==> src/rtl/fpu_pkg.sv <==
// Shared types and constants for the FPU command scheduler.
// Opcodes, flag bit positions, FSM state encoding and the queued command layout.
package fpu_pkg;

  localparam int unsigned OpW      = 3;
  localparam int unsigned RegAddrW = 5;
  localparam int unsigned NumFlags = 5;

  localparam logic [OpW-1:0] OP_ADD  = 3'd0;
  localparam logic [OpW-1:0] OP_MUL  = 3'd1;
  localparam logic [OpW-1:0] OP_DIV  = 3'd2;
  localparam logic [OpW-1:0] OP_SQRT = 3'd3;
  localparam logic [OpW-1:0] OP_CMP  = 3'd4;

  // Bit positions within fpu_flags / sticky_flags: {inv, div_zero, ov, un, inexact}
  localparam int unsigned FLAG_NX  = 0;
  localparam int unsigned FLAG_UF  = 1;
  localparam int unsigned FLAG_OF  = 2;
  localparam int unsigned FLAG_DZ  = 3;
  localparam int unsigned FLAG_INV = 4;

  typedef enum logic [1:0] {
    StIdle   = 2'd0,
    StLoad   = 2'd1,
    StExec   = 2'd2,
    StRetire = 2'd3
  } fpu_state_e;

  typedef struct packed {
    logic [OpW-1:0]      opcode;
    logic [RegAddrW-1:0] src1;
    logic [RegAddrW-1:0] src2;
    logic [RegAddrW-1:0] dst;
  } fpu_cmd_t;

  localparam int unsigned CmdW = $bits(fpu_cmd_t);

  function automatic logic op_is_legal(input logic [OpW-1:0] op);
    case (op)
      OP_ADD, OP_MUL, OP_DIV, OP_SQRT, OP_CMP: return 1'b1;
      default:                                 return 1'b0;
    endcase
  endfunction

endpackage

==> src/rtl/fpu_sched_if.sv <==
// Command, FPU-control and status signals of the scheduler.
// The scheduler uses the slave view; whoever issues commands and models the FPU uses master.
interface fpu_sched_if;
  import fpu_pkg::*;

  logic                cmd_valid;
  logic                cmd_ready;
  logic [OpW-1:0]      cmd_opcode;
  logic [RegAddrW-1:0] cmd_src1;
  logic [RegAddrW-1:0] cmd_src2;
  logic [RegAddrW-1:0] cmd_dst;

  logic [OpW-1:0]      fpu_opcode;
  logic [RegAddrW-1:0] fpu_addr1;
  logic [RegAddrW-1:0] fpu_addr2;
  logic [RegAddrW-1:0] fpu_addr3;
  logic                fpu_ld;
  logic                fpu_enable;
  logic                fpu_done;
  logic [NumFlags-1:0] fpu_flags;

  logic                flags_clr;
  logic [NumFlags-1:0] sticky_flags;
  logic                busy;
  logic                retired;
  logic                timeout_err;
  logic                illegal_op;

  modport master (
    output cmd_valid, cmd_opcode, cmd_src1, cmd_src2, cmd_dst,
    output fpu_done, fpu_flags, flags_clr,
    input  cmd_ready, fpu_opcode, fpu_addr1, fpu_addr2, fpu_addr3, fpu_ld, fpu_enable,
    input  sticky_flags, busy, retired, timeout_err, illegal_op
  );

  modport slave (
    input  cmd_valid, cmd_opcode, cmd_src1, cmd_src2, cmd_dst,
    input  fpu_done, fpu_flags, flags_clr,
    output cmd_ready, fpu_opcode, fpu_addr1, fpu_addr2, fpu_addr3, fpu_ld, fpu_enable,
    output sticky_flags, busy, retired, timeout_err, illegal_op
  );

endinterface

==> src/rtl/fpu_cmd_fifo.sv <==
// Synchronous command FIFO; pushes while full and pops while empty are dropped.
// DEPTH must be a power of two so the pointers wrap by natural overflow.
module fpu_cmd_fifo #(
  parameter int unsigned DEPTH = 4,
  parameter int unsigned Width = 18
) (
  input  logic             clk_i,
  input  logic             rst_i,
  input  logic             push_i,
  input  logic [Width-1:0] wdata_i,
  input  logic             pop_i,
  output logic [Width-1:0] rdata_o,
  output logic             full_o,
  output logic             empty_o
);

  localparam int unsigned PtrW = (DEPTH > 1) ? $clog2(DEPTH) : 1;
  localparam logic [PtrW:0] FullCnt = (PtrW+1)'(DEPTH);

  logic [Width-1:0] mem_q [DEPTH];
  logic [PtrW-1:0]  wptr_q, rptr_q;
  logic [PtrW:0]    cnt_q;
  logic             do_push, do_pop;

  assign full_o  = (cnt_q == FullCnt);
  assign empty_o = (cnt_q == '0);
  assign do_push = push_i && !full_o;
  assign do_pop  = pop_i && !empty_o;
  assign rdata_o = mem_q[rptr_q];

  always_ff @(posedge clk_i or posedge rst_i) begin
    if (rst_i) begin
      wptr_q <= '0;
      rptr_q <= '0;
      cnt_q  <= '0;
    end else begin
      if (do_push) wptr_q <= wptr_q + PtrW'(1);
      if (do_pop)  rptr_q <= rptr_q + PtrW'(1);
      case ({do_push, do_pop})
        2'b10:   cnt_q <= cnt_q + (PtrW+1)'(1);
        2'b01:   cnt_q <= cnt_q - (PtrW+1)'(1);
        default: cnt_q <= cnt_q;
      endcase
    end
  end

  // Storage needs no reset: entries are only read after being written.
  always_ff @(posedge clk_i) begin
    if (do_push) mem_q[wptr_q] <= wdata_i;
  end

endmodule

==> src/rtl/fpu_sched.sv <==
// Queues FPU commands and sequences them IDLE -> LOAD -> EXEC -> RETIRE,
// with an EXEC timeout, illegal-opcode drop and sticky exception flags.
module fpu_sched
  import fpu_pkg::*;
#(
  parameter int unsigned DEPTH   = 4,
  parameter int unsigned TIMEOUT = 15
) (
  input logic        clk,
  input logic        rst,
  fpu_sched_if.slave bus
);

  localparam int unsigned CntW = $clog2(TIMEOUT + 1);
  localparam logic [CntW-1:0] WaitLast = CntW'(TIMEOUT - 1);

  fpu_state_e          state_q, state_d;
  fpu_cmd_t            cur_q, cur_d;
  fpu_cmd_t            push_cmd, head_cmd;
  logic [CntW-1:0]     wait_q, wait_d;
  logic [NumFlags-1:0] sticky_q, sticky_d;
  logic                timeout_q, timeout_d;
  logic                illegal_q, illegal_d;
  logic                fifo_full, fifo_empty, fifo_pop;
  logic                drop_illegal;

  always_comb begin
    push_cmd        = '0;
    push_cmd.opcode = bus.cmd_opcode;
    push_cmd.src1   = bus.cmd_src1;
    push_cmd.src2   = bus.cmd_src2;
    push_cmd.dst    = bus.cmd_dst;
  end

  fpu_cmd_fifo #(
    .DEPTH (DEPTH),
    .Width (CmdW)
  ) u_fifo (
    .clk_i   (clk),
    .rst_i   (rst),
    .push_i  (bus.cmd_valid),
    .wdata_i (push_cmd),
    .pop_i   (fifo_pop),
    .rdata_o (head_cmd),
    .full_o  (fifo_full),
    .empty_o (fifo_empty)
  );

  always_comb begin
    state_d      = state_q;
    cur_d        = cur_q;
    wait_d       = wait_q;
    timeout_d    = timeout_q;
    illegal_d    = illegal_q;
    fifo_pop     = 1'b0;
    drop_illegal = 1'b0;
    // Clear applies before any merge so flags arriving in the same cycle survive.
    sticky_d     = bus.flags_clr ? '0 : sticky_q;

    unique case (state_q)
      StIdle: begin
        if (!fifo_empty) begin
          fifo_pop = 1'b1;
          if (op_is_legal(head_cmd.opcode)) begin
            cur_d   = head_cmd;
            state_d = StLoad;
          end else begin
            illegal_d    = 1'b1;
            drop_illegal = 1'b1;
          end
        end
      end
      StLoad: begin
        wait_d  = '0;
        state_d = StExec;
      end
      StExec: begin
        if (bus.fpu_done) begin
          sticky_d = sticky_d | bus.fpu_flags;
          state_d  = StRetire;
        end else if (wait_q == WaitLast) begin
          timeout_d = 1'b1;
          state_d   = StRetire;
        end else begin
          wait_d = wait_q + CntW'(1);
        end
      end
      StRetire: begin
        state_d = StIdle;
      end
      default: begin
        state_d = StIdle;
      end
    endcase
  end

  always_ff @(posedge clk or posedge rst) begin
    if (rst) begin
      state_q   <= StIdle;
      cur_q     <= '0;
      wait_q    <= '0;
      sticky_q  <= '0;
      timeout_q <= 1'b0;
      illegal_q <= 1'b0;
    end else begin
      state_q   <= state_d;
      cur_q     <= cur_d;
      wait_q    <= wait_d;
      sticky_q  <= sticky_d;
      timeout_q <= timeout_d;
      illegal_q <= illegal_d;
    end
  end

  assign bus.cmd_ready    = !fifo_full;
  assign bus.fpu_opcode   = cur_q.opcode;
  assign bus.fpu_addr1    = cur_q.src1;
  assign bus.fpu_addr2    = cur_q.src2;
  assign bus.fpu_addr3    = cur_q.dst;
  assign bus.fpu_ld       = (state_q == StLoad);
  assign bus.fpu_enable   = (state_q == StLoad) || (state_q == StExec);
  assign bus.retired      = (state_q == StRetire) || drop_illegal;
  assign bus.busy         = (state_q != StIdle) || !fifo_empty;
  assign bus.sticky_flags = sticky_q;
  assign bus.timeout_err  = timeout_q;
  assign bus.illegal_op   = illegal_q;

endmodule

==> src/flat_wrapper.sv <==
// flat-port wrapper written by rule: the top's interface ports become plain ports
module fpu_sched_flat import fpu_pkg::*;
#(
  parameter int unsigned DEPTH   = 4,
  parameter int unsigned TIMEOUT = 15
)
  (clk, rst, bus_cmd_valid, bus_cmd_opcode, bus_cmd_src1, bus_cmd_src2, bus_cmd_dst, bus_fpu_done, bus_fpu_flags, bus_flags_clr, bus_cmd_ready, bus_fpu_opcode, bus_fpu_addr1, bus_fpu_addr2, bus_fpu_addr3, bus_fpu_ld, bus_fpu_enable, bus_sticky_flags, bus_busy, bus_retired, bus_timeout_err, bus_illegal_op);
  fpu_sched_if bus_i ();
  input logic clk;
  input logic rst;
  input wire logic [$bits(bus_i.cmd_valid)-1:0] bus_cmd_valid;
  input wire logic [$bits(bus_i.cmd_opcode)-1:0] bus_cmd_opcode;
  input wire logic [$bits(bus_i.cmd_src1)-1:0] bus_cmd_src1;
  input wire logic [$bits(bus_i.cmd_src2)-1:0] bus_cmd_src2;
  input wire logic [$bits(bus_i.cmd_dst)-1:0] bus_cmd_dst;
  input wire logic [$bits(bus_i.fpu_done)-1:0] bus_fpu_done;
  input wire logic [$bits(bus_i.fpu_flags)-1:0] bus_fpu_flags;
  input wire logic [$bits(bus_i.flags_clr)-1:0] bus_flags_clr;
  output wire logic [$bits(bus_i.cmd_ready)-1:0] bus_cmd_ready;
  output wire logic [$bits(bus_i.fpu_opcode)-1:0] bus_fpu_opcode;
  output wire logic [$bits(bus_i.fpu_addr1)-1:0] bus_fpu_addr1;
  output wire logic [$bits(bus_i.fpu_addr2)-1:0] bus_fpu_addr2;
  output wire logic [$bits(bus_i.fpu_addr3)-1:0] bus_fpu_addr3;
  output wire logic [$bits(bus_i.fpu_ld)-1:0] bus_fpu_ld;
  output wire logic [$bits(bus_i.fpu_enable)-1:0] bus_fpu_enable;
  output wire logic [$bits(bus_i.sticky_flags)-1:0] bus_sticky_flags;
  output wire logic [$bits(bus_i.busy)-1:0] bus_busy;
  output wire logic [$bits(bus_i.retired)-1:0] bus_retired;
  output wire logic [$bits(bus_i.timeout_err)-1:0] bus_timeout_err;
  output wire logic [$bits(bus_i.illegal_op)-1:0] bus_illegal_op;
  assign bus_i.cmd_valid = bus_cmd_valid;
  assign bus_i.cmd_opcode = bus_cmd_opcode;
  assign bus_i.cmd_src1 = bus_cmd_src1;
  assign bus_i.cmd_src2 = bus_cmd_src2;
  assign bus_i.cmd_dst = bus_cmd_dst;
  assign bus_i.fpu_done = bus_fpu_done;
  assign bus_i.fpu_flags = bus_fpu_flags;
  assign bus_i.flags_clr = bus_flags_clr;
  assign bus_cmd_ready = bus_i.cmd_ready;
  assign bus_fpu_opcode = bus_i.fpu_opcode;
  assign bus_fpu_addr1 = bus_i.fpu_addr1;
  assign bus_fpu_addr2 = bus_i.fpu_addr2;
  assign bus_fpu_addr3 = bus_i.fpu_addr3;
  assign bus_fpu_ld = bus_i.fpu_ld;
  assign bus_fpu_enable = bus_i.fpu_enable;
  assign bus_sticky_flags = bus_i.sticky_flags;
  assign bus_busy = bus_i.busy;
  assign bus_retired = bus_i.retired;
  assign bus_timeout_err = bus_i.timeout_err;
  assign bus_illegal_op = bus_i.illegal_op;
  fpu_sched #(.DEPTH(DEPTH), .TIMEOUT(TIMEOUT)) u_core (.clk(clk), .rst(rst), .bus(bus_i));
endmodule
==> config.mk <==
export PLATFORM = sky130hd
export DESIGN_NAME = fpu_sched_flat
export DESIGN_NICKNAME = d
export VERILOG_FILES = /design/src/rtl/fpu_pkg.sv /design/src/rtl/fpu_sched_if.sv /design/src/rtl/fpu_cmd_fifo.sv /design/src/rtl/fpu_sched.sv /design/src/flat_wrapper.sv
export SDC_FILE = /design/constraint.sdc
export NUM_CORES = 1
export LEC_CHECK = 0
export CAP_MARGIN = 5
export CORE_MARGIN = 8
export CORE_UTILIZATION = 35
export CTS_BUF_LIST = sky130_fd_sc_hd__clkbuf_8 sky130_fd_sc_hd__clkbuf_16
export CTS_CLUSTER_DIAMETER = 100
export DETAILED_ROUTE_END_ITERATION = 12
export MAX_ROUTING_LAYER = met4
export SYNTH_ARGS = -nofsm -noshare
export SYNTH_HDL_FRONTEND = slang
export SYNTH_SLANG_ARGS = --single-unit
==> constraint.sdc <==
create_clock -name clk -period 4.1 [get_ports clk]
set_clock_uncertainty 0.2 [all_clocks]
set_input_delay 1.025 -clock clk [delete_from_list [all_inputs] [get_ports clk]]
set_output_delay 1.025 -clock clk [all_outputs]
set_load 0.02 [all_outputs]
==> summary.txt <==
Initial DRC count: 127
Area of the mapped netlist: 4460 sq um
Max clock buf depth: 2
Num CTS Buffers: 9
Vias in the first global route: 2472
IR Drop Worst-Case VDD: 0.000361 V
Slew HR: 0.348
R2R cell count: 10
Mux share of post-synthesis cell area: 0.148
WHS Endpoint: u_core.bus.timeout_err
Diodes inserted: 0
Setup ws final: 285 ps
Syn-to-layout area delta: 25.3%
Final Hold Fails: 0
Area of the core: 12500 sq um
WS Path Type: reg2out
Dpl cells: 480
Worst EP arrival: 2590 ps
Fin Setup TNS: 0 ps
Sequential share of the synthesized area: 0.698
Post-route insts no fill: 496
Nets: 360
Largest net degree at the start of global routing: 24
RSZ-0062 raised after global routing: false
Worst R2R Setup Slack: 1550 ps
Leading cell type in the layout, fill and taps excluded: edfxtp_1
Sink Count: 110
Site Rows: 41
Fillers: 1137
Share of cells above drive strength 1: 0.167
I/O pin count: 58
Die area: 16600 sq um
Cell variety after synth: 35
Outcome: finished, final reports clean
Hold buffers post-CTS: 0
Syn_area_per_cell: 17.9 sq um
Tot GR Track Use: 0.108
Clk_lat worst skew: 340 ps
Post-cts repair resize count: 0
Chip width: 129 microns
Setup bufs post-CTS: 0
Wirelength, routed: 8.22 mm
Synth Area in Compound Gates: 0.0326
First-pass iteration count of the detailed router: 5
Setup violators final: 0
DRT antenna net count: 0
Remaining DRCs: 0
Pwr Density: 747 nW/um^2
Fin. max-slew vios: 0
Lkg Pwr: 2.14 nW
Slew @ Worst Pin: 977 ps
Max-cap violations: 0
Yosys warns: 0
FF+latch count, synth: 110
Hold path depth: 1
Initial antenna violation count: 0
# H-tree levels: 3
Post-detail-place hpwl: 5.57 mm
Wire per inst: 16.6 microns
Die Height: 129 microns
Port Buffers: 57
WP data required: 2870 ps
CTS tree: yes
First-pass GRT wire length: 13.2 mm
Area share of fa/ha/maj cells after synthesis: 0.0382
Via Count: 2322
Clk slew on worst S/H paths: 70 ps
Xor-xnor portion of the synthesized cell area: 0.0138
Reg2reg end: u_core.u_fifo.cnt_q[2]
Seq. cell area: 3110 sq um
Power Total: 0.00417 W
CP Max Fanout: 8
Commonest non-fill, non-tap cells in the layout: edfxtp_1 (72), clkdlybuf4s50_1 (57), dfrtp_1 (38)
GRT Residual Overflow: 0
Gpl congestion: 0.778
Reg2reg start: u_core.state_q[0]
Post-synthesis simple-gate area fraction: 0.0455
Largest family of logic cells by synthesized area: multiplexers
Clock root buffer master: clkbuf_16
Vias per cell: 4.68
Hold_sp: u_core.bus.timeout_err
Mapped Cells: 249
Fin crit period: 3810 ps
Tcrit/Tclk final: 0.930
Hold Crit Class: reg2reg
Syn_nets: 290
Post-Place Worst Slack: 619 ps
Multi-input logic area: 1240 sq um
Critical Path Sink Type: output port
Worst Setup Start Kind: flop
Initial Utilization: 0.356
Fmax: 262 MHz
==> worst max path at each step <==
stage | slack [ps] | depth (start not counted) | endpoint | start
global placement | 640 | 4 | bus_retired | u_core.u_fifo.rptr_q[0]
global route | 150 | 4 | bus_retired | u_core.u_fifo.rptr_q[0]
CTS | 230 | 4 | bus_retired | u_core.u_fifo.rptr_q[0]
floorplan | 1400 | 4 | bus_retired | u_core.u_fifo.rptr_q[0]
detailed placement | 620 | 4 | bus_retired | u_core.u_fifo.rptr_q[0]
finish | 290 | 4 | bus_retired | u_core.u_fifo.rptr_q[0]
==> sequential cells by signal, summed over array words and instances (netlist names), 2 cells and up <==
register,cells
u_core.u_fifo.mem_q,72
u_core.bus.fpu_addr1,5
u_core.bus.fpu_addr2,5
u_core.bus.fpu_addr3,5
u_core.bus.sticky_flags,5
u_core.wait_q,4
u_core.bus.fpu_opcode,3
u_core.u_fifo.cnt_q,3
u_core.state_q,2
u_core.u_fifo.rptr_q,2
u_core.u_fifo.wptr_q,2
==> cell usage after synthesis <==
cell type	n	share of area
a21oi_1	3	0.0034
clkbuf_1	4	0.0034
mux2_4	10	0.034
and2_1	1	0.0014
o21bai_1	2	0.0034
xor2_1	3	0.0059
nand3_1	11	0.012
a2111o_1	1	0.0025
edfxtp_1	72	0.49
fa_1	1	0.0045
mux2_2	6	0.015
nand2_4	1	0.0025
nor2b_1	2	0.0028
mux2i_1	1	0.0022
or3_1	1	0.0014
and3_1	5	0.0070
nand2_1	5	0.0042
inv_1	17	0.014
xnor2_1	4	0.0079
a2bb2oi_1	2	0.0039
o211ai_1	1	0.0017
dfrtp_1	38	0.21
nor2_1	8	0.0067
buf_6	2	0.0051
mux4_2	11	0.056
o21ai_4	1	0.0037
ha_1	12	0.034
nand2b_1	2	0.0028
and3b_1	1	0.0020
buf_1	1	0.00084
o21ai_0	8	0.0090
nor3_1	2	0.0022
a41o_1	1	0.0022
mux4_1	7	0.041
a31oi_1	2	0.0028
==> critical path: stages, from the launching register on <==
cell and delay [ps]:
dfrtp_1 570, mux4_1 740, o21ai_4 270, o21bai_1 120, clkdlybuf4s50_1 550
==> power breakdown <==
| group | internal [W] | total [W] | switching [W] |
|---|---|---|---|
| Combinational | 0.000804 | 0.00159 | 0.000787 |
| Clock | 0.000489 | 0.000899 | 0.000410 |
| Sequential | 0.00152 | 0.00168 | 0.000161 |
| Total | 0.00281 | 0.00417 | 0.00136 |
==> cell type report <==
cell class | count | area share
Multi-Input combinational cell | 115 | 0.222
Clock buffer | 9 | 0.0403
Clock inverter | 7 | 0.0161
Tap cell | 172 | 0.0385
Inverter | 17 | 0.0114
Sequential cell | 110 | 0.557
Timing Repair Buffer | 66 | 0.114
==> per-layer routing <==
layer / share of wire / GRT usage / up-vias
met4: 0.0086 / 0.0290 / 0
met3: 0.052 / 0.0327 / 9
met5: 0 / - / -
met1: 0.45 / 0.130 / 1163
li1: - / - / 1088
met2: 0.48 / 0.175 / 62
==> stage by stage <==
step / hold slack [ps] / cell area, sq um / utilization
final: 269 / 5580 / 0.446
after global routing: 315 / 5580 / 0.446
after CTS: 275 / 5580 / 0.446
after detailed placement: 258 / 5270 / 0.421
after global placement: 258 / 5270 / 0.421
after floorplan: 264 / 4460 / -
==> kinds of logic after synthesis <==
kind of cell               after synthesis
muxes                                   35
adders and majority gates               13
DFF                                    110
buffers and inverters                   24
xor gates and xnor gates                 7
AOI/OAI and AO/OA                       21
and+or+nand+nor                         39
Power figures use the tool's default switching activity.
